$ cat src/rtl/memory_arbiter_pkg.sv
// Shared types and codes for the I/D-cache memory arbiter.
package memory_arbiter_pkg;

    localparam int DEF_ADDR_W  = 28;
    localparam int DEF_BLOCK_W = 128;

    typedef enum logic [1:0] {
        ST_IDLE   = 2'd0,
        ST_ISSUE  = 2'd1,
        ST_ACTIVE = 2'd2
    } state_e;

    // Owner codes double as indices into per-requester vectors.
    typedef enum logic {
        OWN_I = 1'b0,
        OWN_D = 1'b1
    } owner_e;

    localparam logic [1:0] GRANT_NONE = 2'b00;
    localparam logic [1:0] GRANT_I    = 2'b01;
    localparam logic [1:0] GRANT_D    = 2'b10;

    function automatic owner_e other_owner(input owner_e o);
        return (o == OWN_I) ? OWN_D : OWN_I;
    endfunction

    function automatic logic [1:0] grant_code(input owner_e o);
        return (o == OWN_D) ? GRANT_D : GRANT_I;
    endfunction

endpackage

$ cat src/rtl/memory_arbiter_if.sv
// Bundle of both cache-side ports, the data_memory port and the grant indicator.
interface memory_arbiter_if import memory_arbiter_pkg::*; #(
    parameter int ADDR_W  = DEF_ADDR_W,
    parameter int BLOCK_W = DEF_BLOCK_W
);

    logic               I_READ;
    logic [ADDR_W-1:0]  I_ADDRESS;
    logic [BLOCK_W-1:0] I_READDATA;
    logic               I_BUSYWAIT;

    logic               D_READ;
    logic               D_WRITE;
    logic [ADDR_W-1:0]  D_ADDRESS;
    logic [BLOCK_W-1:0] D_WRITEDATA;
    logic [BLOCK_W-1:0] D_READDATA;
    logic               D_BUSYWAIT;

    logic               MEM_READ;
    logic               MEM_WRITE;
    logic [ADDR_W-1:0]  MEM_ADDRESS;
    logic [BLOCK_W-1:0] MEM_WRITEDATA;
    logic [BLOCK_W-1:0] MEM_READDATA;
    logic               MEM_BUSYWAIT;

    logic [1:0]         GRANT;

    // master: the arbiter, which drives memory and stalls the caches
    modport master (
        input  I_READ, I_ADDRESS, D_READ, D_WRITE, D_ADDRESS, D_WRITEDATA,
        input  MEM_READDATA, MEM_BUSYWAIT,
        output I_READDATA, I_BUSYWAIT, D_READDATA, D_BUSYWAIT,
        output MEM_READ, MEM_WRITE, MEM_ADDRESS, MEM_WRITEDATA, GRANT
    );

    // slave: the caches and data_memory surrounding the arbiter
    modport slave (
        output I_READ, I_ADDRESS, D_READ, D_WRITE, D_ADDRESS, D_WRITEDATA,
        output MEM_READDATA, MEM_BUSYWAIT,
        input  I_READDATA, I_BUSYWAIT, D_READDATA, D_BUSYWAIT,
        input  MEM_READ, MEM_WRITE, MEM_ADDRESS, MEM_WRITEDATA, GRANT
    );

endinterface

$ cat src/rtl/memory_arbiter.sv
// Locks data_memory to one cache per transaction; the lock is held until the
// owner drops every request line, so a write-back plus refill stays atomic.
module memory_arbiter import memory_arbiter_pkg::*; #(
    parameter bit RR_ENABLE = 1'b1
) (
    input  logic            CLK,
    input  logic            RESET,
    memory_arbiter_if.master bus
);

    state_e state_q, state_d;
    owner_e owner_q, owner_d;
    owner_e last_q,  last_d;

    logic [1:0] pend;
    logic [1:0] busy;
    logic       owner_pend;
    logic       other_pend;
    logic       fwd;
    logic       owner_busy;

    assign pend[OWN_I] = bus.I_READ;
    assign pend[OWN_D] = bus.D_READ | bus.D_WRITE;
    assign owner_pend  = pend[owner_q];
    assign other_pend  = pend[other_owner(owner_q)];
    assign fwd         = (state_q != ST_IDLE);

    always_comb begin
        state_d = state_q;
        owner_d = owner_q;
        last_d  = last_q;
        case (state_q)
            ST_IDLE: begin
                if (pend[OWN_I] || pend[OWN_D]) begin
                    state_d = ST_ISSUE;
                    if (pend[OWN_I] && pend[OWN_D])
                        owner_d = RR_ENABLE ? other_owner(last_q) : OWN_D;
                    else
                        owner_d = pend[OWN_D] ? OWN_D : OWN_I;
                end
            end
            ST_ISSUE: begin
                if (owner_pend) begin
                    state_d = ST_ACTIVE;
                end else begin
                    state_d = ST_IDLE;
                    last_d  = owner_q;
                end
            end
            ST_ACTIVE: begin
                if (!owner_pend) begin
                    last_d = owner_q;
                    // Hand straight over to a waiting requester without an IDLE bubble.
                    if (other_pend) begin
                        owner_d = other_owner(owner_q);
                        state_d = ST_ISSUE;
                    end else begin
                        state_d = ST_IDLE;
                    end
                end
            end
            default: state_d = ST_IDLE;
        endcase
    end

    always_ff @(posedge CLK) begin
        if (RESET) begin
            state_q <= ST_IDLE;
            owner_q <= OWN_I;
            last_q  <= OWN_I;
        end else begin
            state_q <= state_d;
            owner_q <= owner_d;
            last_q  <= last_d;
        end
    end

    always_comb begin
        bus.MEM_READ      = 1'b0;
        bus.MEM_WRITE     = 1'b0;
        bus.MEM_ADDRESS   = '0;
        bus.MEM_WRITEDATA = '0;
        if (fwd) begin
            if (owner_q == OWN_D) begin
                bus.MEM_WRITE     = bus.D_WRITE;
                bus.MEM_READ      = bus.D_READ & ~bus.D_WRITE;
                bus.MEM_ADDRESS   = bus.D_ADDRESS;
                bus.MEM_WRITEDATA = bus.D_WRITEDATA;
            end else begin
                bus.MEM_READ      = bus.I_READ;
                bus.MEM_ADDRESS   = bus.I_ADDRESS;
            end
        end
    end

    // The ISSUE cycle hides the memory's late busywait rise from the owner.
    assign owner_busy = (state_q == ST_ISSUE) | bus.MEM_BUSYWAIT;

    for (genvar gi = 0; gi < 2; gi++) begin : g_busy
        assign busy[gi] = (fwd && owner_q == owner_e'(1'(gi))) ? owner_busy : pend[gi];
    end

    assign bus.I_BUSYWAIT = busy[OWN_I];
    assign bus.D_BUSYWAIT = busy[OWN_D];
    assign bus.I_READDATA = bus.MEM_READDATA;
    assign bus.D_READDATA = bus.MEM_READDATA;
    assign bus.GRANT      = fwd ? grant_code(owner_q) : GRANT_NONE;

endmodule

$ cat src/flat_wrapper.sv
// flat-port wrapper written by rule: the top's interface ports become plain ports
module memory_arbiter_flat import memory_arbiter_pkg::*;
#(
    parameter bit RR_ENABLE = 1'b1
)
  (CLK, RESET, bus_I_READ, bus_I_ADDRESS, bus_D_READ, bus_D_WRITE, bus_D_ADDRESS, bus_D_WRITEDATA, bus_MEM_READDATA, bus_MEM_BUSYWAIT, bus_I_READDATA, bus_I_BUSYWAIT, bus_D_READDATA, bus_D_BUSYWAIT, bus_MEM_READ, bus_MEM_WRITE, bus_MEM_ADDRESS, bus_MEM_WRITEDATA, bus_GRANT);
  memory_arbiter_if #(.ADDR_W((DEF_ADDR_W)), .BLOCK_W((DEF_BLOCK_W))) bus_i ();
  input  logic CLK;
  input  logic RESET;
  input wire logic [$bits(bus_i.I_READ)-1:0] bus_I_READ;
  input wire logic [$bits(bus_i.I_ADDRESS)-1:0] bus_I_ADDRESS;
  input wire logic [$bits(bus_i.D_READ)-1:0] bus_D_READ;
  input wire logic [$bits(bus_i.D_WRITE)-1:0] bus_D_WRITE;
  input wire logic [$bits(bus_i.D_ADDRESS)-1:0] bus_D_ADDRESS;
  input wire logic [$bits(bus_i.D_WRITEDATA)-1:0] bus_D_WRITEDATA;
  input wire logic [$bits(bus_i.MEM_READDATA)-1:0] bus_MEM_READDATA;
  input wire logic [$bits(bus_i.MEM_BUSYWAIT)-1:0] bus_MEM_BUSYWAIT;
  output wire logic [$bits(bus_i.I_READDATA)-1:0] bus_I_READDATA;
  output wire logic [$bits(bus_i.I_BUSYWAIT)-1:0] bus_I_BUSYWAIT;
  output wire logic [$bits(bus_i.D_READDATA)-1:0] bus_D_READDATA;
  output wire logic [$bits(bus_i.D_BUSYWAIT)-1:0] bus_D_BUSYWAIT;
  output wire logic [$bits(bus_i.MEM_READ)-1:0] bus_MEM_READ;
  output wire logic [$bits(bus_i.MEM_WRITE)-1:0] bus_MEM_WRITE;
  output wire logic [$bits(bus_i.MEM_ADDRESS)-1:0] bus_MEM_ADDRESS;
  output wire logic [$bits(bus_i.MEM_WRITEDATA)-1:0] bus_MEM_WRITEDATA;
  output wire logic [$bits(bus_i.GRANT)-1:0] bus_GRANT;
  assign bus_i.I_READ = bus_I_READ;
  assign bus_i.I_ADDRESS = bus_I_ADDRESS;
  assign bus_i.D_READ = bus_D_READ;
  assign bus_i.D_WRITE = bus_D_WRITE;
  assign bus_i.D_ADDRESS = bus_D_ADDRESS;
  assign bus_i.D_WRITEDATA = bus_D_WRITEDATA;
  assign bus_i.MEM_READDATA = bus_MEM_READDATA;
  assign bus_i.MEM_BUSYWAIT = bus_MEM_BUSYWAIT;
  assign bus_I_READDATA = bus_i.I_READDATA;
  assign bus_I_BUSYWAIT = bus_i.I_BUSYWAIT;
  assign bus_D_READDATA = bus_i.D_READDATA;
  assign bus_D_BUSYWAIT = bus_i.D_BUSYWAIT;
  assign bus_MEM_READ = bus_i.MEM_READ;
  assign bus_MEM_WRITE = bus_i.MEM_WRITE;
  assign bus_MEM_ADDRESS = bus_i.MEM_ADDRESS;
  assign bus_MEM_WRITEDATA = bus_i.MEM_WRITEDATA;
  assign bus_GRANT = bus_i.GRANT;
  memory_arbiter #(.RR_ENABLE(RR_ENABLE)) u_core (.CLK(CLK), .RESET(RESET), .bus(bus_i));
endmodule
$ cat config.mk
export PLATFORM = sky130hd
export DESIGN_NAME = memory_arbiter_flat
export DESIGN_NICKNAME = d
export VERILOG_FILES = /design/src/rtl/memory_arbiter_pkg.sv /design/src/rtl/memory_arbiter_if.sv /design/src/rtl/memory_arbiter.sv /design/src/flat_wrapper.sv
export SDC_FILE = /design/constraint.sdc
export NUM_CORES = 1
export LEC_CHECK = 0
export CAP_MARGIN = 20
export CORE_AREA = 2 2 287 289
export CTS_CLUSTER_SIZE = 20
export DETAILED_ROUTE_END_ITERATION = 16
export DIE_AREA = 0 0 289 291
export MAX_ROUTING_LAYER = met4
export PLACE_DENSITY = 0.3
export SYNTH_ARGS = -nofsm -noshare
export SYNTH_HDL_FRONTEND = slang
export SYNTH_SLANG_ARGS = --single-unit
$ cat constraint.sdc
create_clock -name CLK -period 3.2 [get_ports CLK]
set_input_delay 0.64 -clock CLK [delete_from_list [all_inputs] [get_ports CLK]]
set_output_delay 0.64 -clock CLK [all_outputs]
set_load 0.02 [all_outputs]
==> results_dict.tcl <==
set metrics [dict create \
    finalMaxSlewViolations 0 \
    rsz0062_at_grt "false" \
    nFillCells 9494 \
    r2r_slack_ns 1.39 \
    totalWireLength_um 26800 \
    worst_setup_path_end_kind "output port" \
    cts_made_buffers 3 \
    synth.avg_cell_area_um2 7.02 \
    path_class "in2out" \
    insertion_delay_ns 0.22 \
    leakagePower_uw 0.00223 \
    portBuffers 351 \
    synth.ff_latch_count 4 \
    synth-edff-count 0 \
    seq_area_um2 81.3 \
    cp.required_ns 2.56 \
    syn-instance-count 516 \
    rr_worst_depth 5 \
    ant_nets 0 \
    hold_viol 0 \
    min_period_ns 2.95 \
    max-slew-margin-rel 0.596 \
    synth_top_area_cell "buf_4" \
    dpl_worst_slack_ns 0.201 \
    hold_buffers 0 \
    synth_area_leaders "buf_4 53%, and2_1 22%, mux2i_1 8.0%, nor2_1 3.4%, dfxtp_1 2.2%" \
    fin_setup_tns_ns 0 \
    syn_to_final_growth_pct 91.3 \
    synth_flop_cell "dfxtp_1" \
    r2r_start "u_core.owner_q" \
    ys_types 31 \
    grt.overflow.total 0 \
    synth_fp_nets 839 \
    antenna_found_initial 27 \
    cts_root_buffer "clkbuf_16" \
    grt_first_pass_wirelength_um 33200 \
    finalCritPeriodShare 0.923 \
    skew_ns 0.000454 \
    grt_usage 0.0604 \
    clk_pin_slew_worst_paths_ns 0.03 \
    dp_hpwl_um 24200 \
    rows 105 \
    maxCapViolCount 0 \
    synth_commonest_cells "256 x buf_4, 128 x and2_1, 33 x nor2_1" \
    drc 0 \
    min_path_type "reg2reg" \
    ios 736 \
    ys_warn_count 0 \
    grt_max_degree 80 \
    worstMarginPinSlew_ns 0.605 \
    ir_drop_mv 0.251 \
    postCtsSetupBuffers 0 \
    endpoint "bus_MEM_READ" \
    worstSetupStartpoint "bus_D_WRITE" \
    path_max_fanout 10 \
    cp-start-kind "primary input" \
    final_layout_size_suffix_gt1_frac 0.0886 \
    viasPerCell 2.07 \
    fmax_ghz 0.338 \
    setup_viol 0 \
    cts.sinks 4 \
    yosysMostFrequentCell "buf_4" \
    routabilityCongestion 0.743 \
    worst_slack_ns 0.246 \
    synthArstFlopShare 0 \
    power_density_nw_per_um2 279 \
    die_area_um2 84100 \
    seq_area_frac_synth 0.0221 \
    synth_top_cell_area_share 0.531 \
    cp_data_arrival_time_ns 2.31 \
    grt_pass1_vias 3785 \
    cts-resized-gates 0 \
    start_util 0.0446 \
    multi_input_area_um2 1490 \
    vias 3495 \
    h-tree-depth 1 \
    synth_area_um2 3620 \
    dieWidth_um 289 \
    core_um2 81200 \
    nets 923 \
    die_y_um 291 \
    status "finished clean" \
    avgRoutedWirePerCell_um 15.9 \
    worstHoldPathCells 2 \
    drt_iter0_drc 68 \
    tritoncts "built" \
    timing.rr.end "u_core.state_q[0]" \
    cts_buffer_depth 2 \
    firstDrtPassIters 4 \
]
-- per-stage QoR --
step	area, µm²	total power [µW]	hold slack (ns)	instances	util
after floorplan	3620	1260	0.458	516	-
after global placement	6800	1790	0.481	1665	0.0838
after detailed placement	6800	1780	0.493	1665	0.0838
after CTS	6880	1980	0.497	1668	0.0847
after global routing	6930	2070	0.556	1689	0.0853
final	6930	1930	0.497	1689	0.0853
-- cell families (layout without fill, tap and decap cells) --
logic type | after synthesis | count (layout) | synth area share
AO/OA/AOI/OAI | 17 | 17 | 0.0294
buffers and inverters | 286 | 368 | 0.569
multiplexers | 29 | 29 | 0.0801
AND/OR/NAND/NOR | 175 | 175 | 0.282
other | 0 | 21 | 0
adder cells (fa/ha/maj) | 5 | 5 | 0.0173
flip-flops | 4 | 4 | 0.0221
-- worst min path at each step --
stage                                 start           endpoint  slack [ns]
final                     u_core.state_q[0]  u_core.state_q[0]        0.50
after detailed placement  u_core.state_q[0]  u_core.state_q[0]        0.49
after floorplan               u_core.last_q      u_core.last_q        0.46
after CTS                 u_core.state_q[0]  u_core.state_q[0]        0.50
after global placement        u_core.last_q      u_core.last_q        0.48
after global routing          u_core.last_q      u_core.last_q        0.56
-- per-layer routing --
metal | vias up | global-route usage | part of all wire
met2 | 393 | 0.0853 | 0.39
met1 | 1464 | 0.0496 | 0.35
li1 | 1523 | - | -
met4 | 0 | 0.0300 | 0.059
met5 | - | - | 0
met3 | 115 | 0.0638 | 0.20
-- sequential cells by signal, indices dropped and copies added, names as in the netlist --
register        count
u_core.state_q      2
u_core.owner_q      1
u_core.last_q       1
-- critical path, cell delays in order --
cell and delay, ns:
clkdlybuf4s50_1 0.41, buf_4 0.20, nand3b_1 0.19, a21oi_1 0.20, clkdlybuf4s50_1 0.65
-- power breakdown --
group          internal [µW]  switching, µW
Clock                    159           32.1
Combinational            857            815
Sequential              60.0           7.01
-- cell type report --
cell class / count / area share
antenna: 21 / 0.00759
clock buffer: 3 / 0.0108
inverter: 6 / 0.00325
multi-input combinational: 226 / 0.215
sequential: 4 / 0.0117
tap: 1070 / 0.193
timing repair buffer: 359 / 0.559
-- cell usage in the layout (no fill, tap or decap) --
cell / netlist / layout
nor2_1: 33 / 33
clkdlybuf4s50_1: 0 / 315
inv_1: 6 / 6
a211oi_1: 1 / 1
nand2b_1: 3 / 3
o211ai_2: 1 / 1
mux2i_1: 29 / 29
a21oi_1: 7 / 7
nor2_4: 0 / 1
or3_1: 1 / 1
buf_12: 0 / 31
a31oi_1: 1 / 1
dfxtp_1: 4 / 3
or4b_4: 1 / 1
and2_1: 128 / 128
o41ai_1: 1 / 1
ha_1: 5 / 5
nor2b_1: 1 / 1
nor3_1: 2 / 2
o221ai_1: 1 / 1
or4b_1: 1 / 1
buf_4: 256 / 13
nand3b_1: 1 / 1
and2_2: 1 / 1
or3_2: 1 / 1
o211ai_1: 1 / 1
clkbuf_16: 0 / 3
o21ai_0: 4 / 4
diode_2: 0 / 21
dfxtp_2: 0 / 1
nand2_1: 1 / 1
No activity file was read; power rests on OpenSTA's default activity.
